### src/rtl/vga_pix_pkg.sv
`default_nettype none
// +--------------------------------------------------------------------+
// | vga_pix_pkg                                                        |
// | Shared types, colour constants and latency helper for pixel fetch. |
// | Revision: 1.0                                                      |
// +--------------------------------------------------------------------+
package vga_pix_pkg;

   typedef enum logic [0:0] {
      S_WAIT   = 1'b0,
      S_ACTIVE = 1'b1
   } fetch_state_t;

   // Per-pixel qualifiers carried alongside the memory read
   typedef struct packed {
      logic       hsync;
      logic       vsync;
      logic       blank;
      logic       sync;
      logic       enable;
      logic       in_range;
      logic       active;
      logic       tmode;
      logic [2:0] bar;
   } pix_ctl_t;

   localparam logic [23:0] RGB_BLACK = 24'h000000;

   localparam logic [23:0] BAR_COLOR [8] = '{
      24'hFFFFFF, 24'hFFFF00, 24'h00FFFF, 24'h00FF00,
      24'hFF00FF, 24'hFF0000, 24'h0000FF, 24'h000000
   };

   function automatic int latency(input int rd_lat);
      return rd_lat + 2;
   endfunction

endpackage
`default_nettype wire

### src/rtl/vga_pixel_fetch_sync_delay.sv
`default_nettype none
// +--------------------------------------------------------------------+
// | vga_sync_delay                                                     |
// | Resettable fixed-depth shift register for timing/qualifier bits.   |
// | Revision: 1.0                                                      |
// +--------------------------------------------------------------------+
module vga_sync_delay #(
   parameter int               WIDTH     = 1,
   parameter int               DEPTH     = 1,
   parameter logic [WIDTH-1:0] RESET_VAL = '0
) (
   input  logic             clk,
   input  logic             rst,
   input  logic [WIDTH-1:0] i_din,
   output logic [WIDTH-1:0] o_dout
);

   logic [WIDTH-1:0] r_stage [DEPTH];

   always_ff @(posedge clk) begin
      if (rst) begin
         for (int i = 0; i < DEPTH; i++) begin
            r_stage[i] <= RESET_VAL;
         end
      end else begin
         r_stage[0] <= i_din;
         for (int i = 1; i < DEPTH; i++) begin
            r_stage[i] <= r_stage[i-1];
         end
      end
   end

   assign o_dout = r_stage[DEPTH-1];

endmodule
`default_nettype wire

### src/rtl/vga_pixel_fetch.sv
`default_nettype none
// +--------------------------------------------------------------------+
// | vga_pixel_fetch                                                    |
// | Frame-memory fetch, gray-to-RGB expansion and sync alignment.      |
// | Optional test bars enabled by macro VGA_TEST_PATTERN_EN.           |
// | Revision: 1.0                                                      |
// +--------------------------------------------------------------------+
module vga_pixel_fetch
   import vga_pix_pkg::*;
#(
`ifdef VGA_TEST_PATTERN_EN
   parameter int          H_ACTIVE  = 640,
`endif
   parameter int          RD_LAT    = 2,
   parameter int          MEM_DEPTH = 307200,
   parameter logic [23:0] BG_COLOR  = 24'h000040
) (
   input  logic        vgaclk,
   input  logic        reset,
`ifdef VGA_TEST_PATTERN_EN
   input  logic        test_mode,
`endif
   input  logic        hsync_in,
   input  logic        vsync_in,
   input  logic        blank_in,
   input  logic        sync_in,
   input  logic [18:0] DataAdr_in,
   input  logic        enable_pixel_in,
   output logic [18:0] mem_addr,
   output logic        mem_rd,
   input  logic [7:0]  mem_rdata,
   output logic        hsync_out,
   output logic        vsync_out,
   output logic        blank_out,
   output logic        sync_out,
   output logic [7:0]  red,
   output logic [7:0]  green,
   output logic [7:0]  blue,
   output logic        frame_active
);

   localparam int          c_lat   = latency(RD_LAT);
   localparam logic [19:0] c_depth = 20'(MEM_DEPTH);
   localparam pix_ctl_t    c_ctl_idle = '{hsync: 1'b1, vsync: 1'b1, default: '0};

   fetch_state_t r_state;
   fetch_state_t w_state_next;
   logic         r_vsync_prev;
   logic         w_in_range;
   logic         w_rd;
   logic         w_tmode;
   logic [2:0]   w_bar;
   pix_ctl_t     w_ctl_in;
   pix_ctl_t     w_ctl_d;
   logic [23:0]  w_rgb;

`ifdef VGA_TEST_PATTERN_EN
   localparam int c_bar_w = H_ACTIVE / 8;

   logic [10:0] r_col;
   logic [10:0] w_bar_full;

   always_ff @(posedge vgaclk) begin
      if (reset || !blank_in) begin
         r_col <= '0;
      end else begin
         r_col <= r_col + 11'd1;
      end
   end

   assign w_bar_full = r_col / 11'(c_bar_w);
   assign w_bar      = (w_bar_full > 11'd7) ? 3'd7 : w_bar_full[2:0];
   assign w_tmode    = test_mode;
`else
   assign w_bar   = 3'd0;
   assign w_tmode = 1'b0;
`endif

   // Zero-extended compare so a MEM_DEPTH of 2^19 still works
   assign w_in_range = ({1'b0, DataAdr_in} < c_depth);
   assign w_rd       = enable_pixel_in & blank_in & w_in_range & ~w_tmode;

   always_ff @(posedge vgaclk) begin
      if (reset) begin
         mem_rd   <= 1'b0;
         mem_addr <= '0;
      end else begin
         mem_rd <= w_rd;
         if (w_rd) begin
            mem_addr <= DataAdr_in;
         end
      end
   end

   always_ff @(posedge vgaclk) begin
      if (reset) begin
         r_state      <= S_WAIT;
         r_vsync_prev <= 1'b1;
      end else begin
         r_state      <= w_state_next;
         r_vsync_prev <= vsync_in;
      end
   end

   always_comb begin
      w_state_next = r_state;
      case (r_state)
         S_WAIT:   if (!vsync_in && r_vsync_prev) w_state_next = S_ACTIVE;
         S_ACTIVE: w_state_next = S_ACTIVE;
         default:  w_state_next = S_WAIT;
      endcase
   end

   assign frame_active = (r_state == S_ACTIVE);

   always_comb begin
      w_ctl_in          = c_ctl_idle;
      w_ctl_in.hsync    = hsync_in;
      w_ctl_in.vsync    = vsync_in;
      w_ctl_in.blank    = blank_in;
      w_ctl_in.sync     = sync_in;
      w_ctl_in.enable   = enable_pixel_in;
      w_ctl_in.in_range = w_in_range;
      w_ctl_in.active   = frame_active;
      w_ctl_in.tmode    = w_tmode;
      w_ctl_in.bar      = w_bar;
   end

   // The output register below supplies the last of the c_lat stages
   vga_sync_delay #(
      .WIDTH     ($bits(pix_ctl_t)),
      .DEPTH     (c_lat - 1),
      .RESET_VAL (c_ctl_idle)
   ) u_ctl_delay (
      .clk    (vgaclk),
      .rst    (reset),
      .i_din  (w_ctl_in),
      .o_dout (w_ctl_d)
   );

   always_comb begin
      w_rgb = RGB_BLACK;
      if (w_ctl_d.active && w_ctl_d.blank) begin
         if (w_ctl_d.tmode) begin
            w_rgb = BAR_COLOR[w_ctl_d.bar];
         end else if (w_ctl_d.enable && w_ctl_d.in_range) begin
            w_rgb = {3{mem_rdata}};
         end else begin
            w_rgb = BG_COLOR;
         end
      end
   end

   always_ff @(posedge vgaclk) begin
      if (reset) begin
         hsync_out <= 1'b1;
         vsync_out <= 1'b1;
         blank_out <= 1'b0;
         sync_out  <= 1'b0;
         {red, green, blue} <= RGB_BLACK;
      end else begin
         hsync_out <= w_ctl_d.hsync;
         vsync_out <= w_ctl_d.vsync;
         blank_out <= w_ctl_d.blank;
         sync_out  <= w_ctl_d.sync;
         {red, green, blue} <= w_rgb;
      end
   end

endmodule
`default_nettype wire

### config.mk
export PLATFORM = sky130hd
export DESIGN_NAME = vga_pixel_fetch
export DESIGN_NICKNAME = d
export VERILOG_FILES = /design/src/rtl/vga_pix_pkg.sv /design/src/rtl/vga_pixel_fetch_sync_delay.sv /design/src/rtl/vga_pixel_fetch.sv
export SDC_FILE = /design/constraint.sdc
export NUM_CORES = 1
export LEC_CHECK = 0
export ABC_AREA = 1
export BUFFER_PORTS_ARGS = -buffer_cell sky130_fd_sc_hd__clkbuf_2
export CAP_MARGIN = 20
export CORE_MARGIN = 1.5
export CORE_UTILIZATION = 34
export CTS_CLUSTER_DIAMETER = 50
export DETAILED_ROUTE_END_ITERATION = 8
export HOLD_SLACK_MARGIN = 0.03
export PLACE_DENSITY = 0.67
export SYNTH_ARGS = -nofsm -noshare
export SYNTH_HDL_FRONTEND = slang
export SYNTH_HIERARCHICAL = 1
export SYNTH_SLANG_ARGS = --single-unit
### constraint.sdc
create_clock -name vgaclk -period 1.05 [get_ports vgaclk]
set_input_delay 0.21 -clock vgaclk [delete_from_list [all_inputs] [get_ports vgaclk]]
set_output_delay 0.21 -clock vgaclk [all_outputs]
set_load 0.005 [all_outputs]
==> qor.txt <==
status: complete, no violations
hold violation count in the final report: 0
period utilisation layout: 95.31%
1st-iter DRT viols: 74
Tmin final: 1001 ps
area growth from synthesis to layout: 25.64%
met2 Usage GRT: 17.32%
Slew Limit Fails: 0
core box area: 8341 sq um
initial core utilization: 35.75%
Max VDD drop: 0.7835 mV
most common cell after layout, fill and taps aside: inv_1
# rows: 33
I/O pin cnt: 83
Mean Syn Cell Area: 7.972 sq um
vias in the first global route: 2,076
Post-Route WL: 5.182 mm
grt peak-use layer: met2
Largest delay share family, worst path: flip-flops
sequential area share after synthesis: 55.73%
TritonRoute pass-1 iters: 4
CTS max path bufs: 2
H-tree depth: 3
Synth area leaders: dfxtp_1 56%, inv_1 11%, nand2_1 7.0%
Hold Crit Class: input port to register
required time of the critical path: 840 ps
Worst Skew: 13.52 ps
setup TNS: 0 ps
initial antenna violation count: 0
Post-DP HPWL: 3.781 mm
TritonCTS sink count: 83
max incr delay on CP: 340 ps
Synth cell types: 22
first-pass GRT wire length: 8.914 mm
met3 usage: 5.708%
wire per inst: 9.107 microns
cells along the critical path: clkbuf_2
Leakage: 1.912 nW
Yosys top cell area share: 55.73%
Worst Path Class, Setup: register to output port
# diodes: 0
grt total ovfl: 0
# port buffers: 82
synth warn: 6
PwrDens: 1727 nW/um^2
DR vias/cell: 4.047
Design Power: 6.471 mW
Placer Congestion: 0.8184
commonest non-fill, non-tap cells in the layout: 89 x inv_1, 79 x clkbuf_2, 66 x dfxtp_1
Worst-Skew Late Latency: 350 ps
setup bufs post-CTS: 0
Synth Register Bits: 83
TritonCTS clock tree: yes
Synth area leader: dfxtp_1
layout cells sized above 1: 33.41%
FMAX: 999.2 MHz
# nets final: 493
crit end category: output port
Synth Instances: 374
largest net degree at the start of global routing: 24
DRC Markers: 0
clock transition at the registers of the reported paths: 80 ps
CP max FO: 2
max-cap viol count: 0
total CTS buffers: 9
die height: 96.65 microns
die area: 9340 sq um
CTS root buf: clkbuf_8
worst hold slack: 59.30 ps
via count: 2,303
startpoint types: register
CP Buf/Inv Count: 1
Total GRT Usage: 11.55%
die width: 96.65 microns
met1 usage: 13.96%
cell area after synthesis: 2982 sq um
Slowest-stage cell, CP: dfxtp_1
endpoints failing setup: 0
R2R Setup Slk: 60 ps
Worst EP arrival: 790 ps
RSZ-0062 raised after global routing: yes
Final ANT Viol Nets: 0
==> what timing repair did <==
item | 4_1_cts | 5_1_grt
endpoints found under the setup margin | 0 | 31
gates resized for setup | 0 | 22
hold endpoints to repair | 1 | 0
hold buffers | 1 | 0
==> cell type report <==
type / count / area, sq um
clock buffer: 10 / 127.6
fill: 804 / 4594
multi-input combinational: 167 / 765.7
clock inverter: 6 / 113.9
inverter: 99 / 371.6
tap: 105 / 131.4
timing repair buffer: 99 / 553.0
sequential: 83 / 1683
==> sequential cells by signal, indices dropped and copies added (netlist names) <==
name / count
blank_out: 1
blue: 8
frame_active: 1
green: 8
hsync_out: 1
mem_addr: 19
mem_rd: 1
r_vsync_prev: 1
red: 8
sync_out: 1
u_ctl_delay/r_stage: 33
vsync_out: 1
==> path summary, 6_finish.rpt <==
| kind | startpoint | end | cells past startpoint |
|---|---|---|---|
| max | mem_addr[3] | mem_addr[3] | 1 |
| min | sync_in | u_ctl_delay/r_stage[0][7] | 3 |
| max reg2reg | u_ctl_delay/r_stage[0][25] | blue[0] | 5 |
| min reg2reg | u_ctl_delay/r_stage[0][2] | u_ctl_delay/r_stage[0][13] | 2 |
==> cells by family after synthesis <==
logic type             count (synthesis)  share of synthesized area (%)
and+or+nand+nor                      134                          20.06
buffers and inverters                127                          19.22
other                                  1                         0.1258
AOI/OAI and AO/OA                     29                          4.868
DFF                                   83                          55.73
==> through the flow <==
step	instances	setup slack, ps	area, sq um	util (%)
floorplan	377	66.51	2993	-
global placement	552	-26.08	3466	41.55
detailed placement	552	-85.75	3466	41.55
CTS	569	0.08077	3717	44.57
global route	569	-2.791	3746	44.91
finish	569	49.23	3746	44.91
==> synth_stat cells <==
library cell and count:
inv_1 89, dfxtp_1 83, nand2_1 56, nor2_1 41
a21oi_1 26, nand4_1 18, buf_4 13, nor2_2 11
inv_2 9, buf_2 8, buf_6 5, clkbuf_1 2
o21ai_0 2, or2_1 2, or2_2 2, and2_1 1
and3_1 1, clkinv_1 1, conb_1 1, nand3_1 1
nand3_2 1, o21ai_1 1
==> routing by layer <==
metal	routed length [microns]	part of all wire (%)	vias to the layer above
met4	67	1.3	0
li1	-	-	1238
met3	561	11	8
met1	2396	46	954
met2	2157	42	103
met5	0	0	-
==> power by group <==
| part | switching [mW] | internal (mW) |
|---|---|---|
| clock | 1.12 | 1.58 |
| combinational | 0.261 | 0.210 |
| sequential | 0.0389 | 3.26 |
Note: power is estimated with default switching activity, not from simulation.
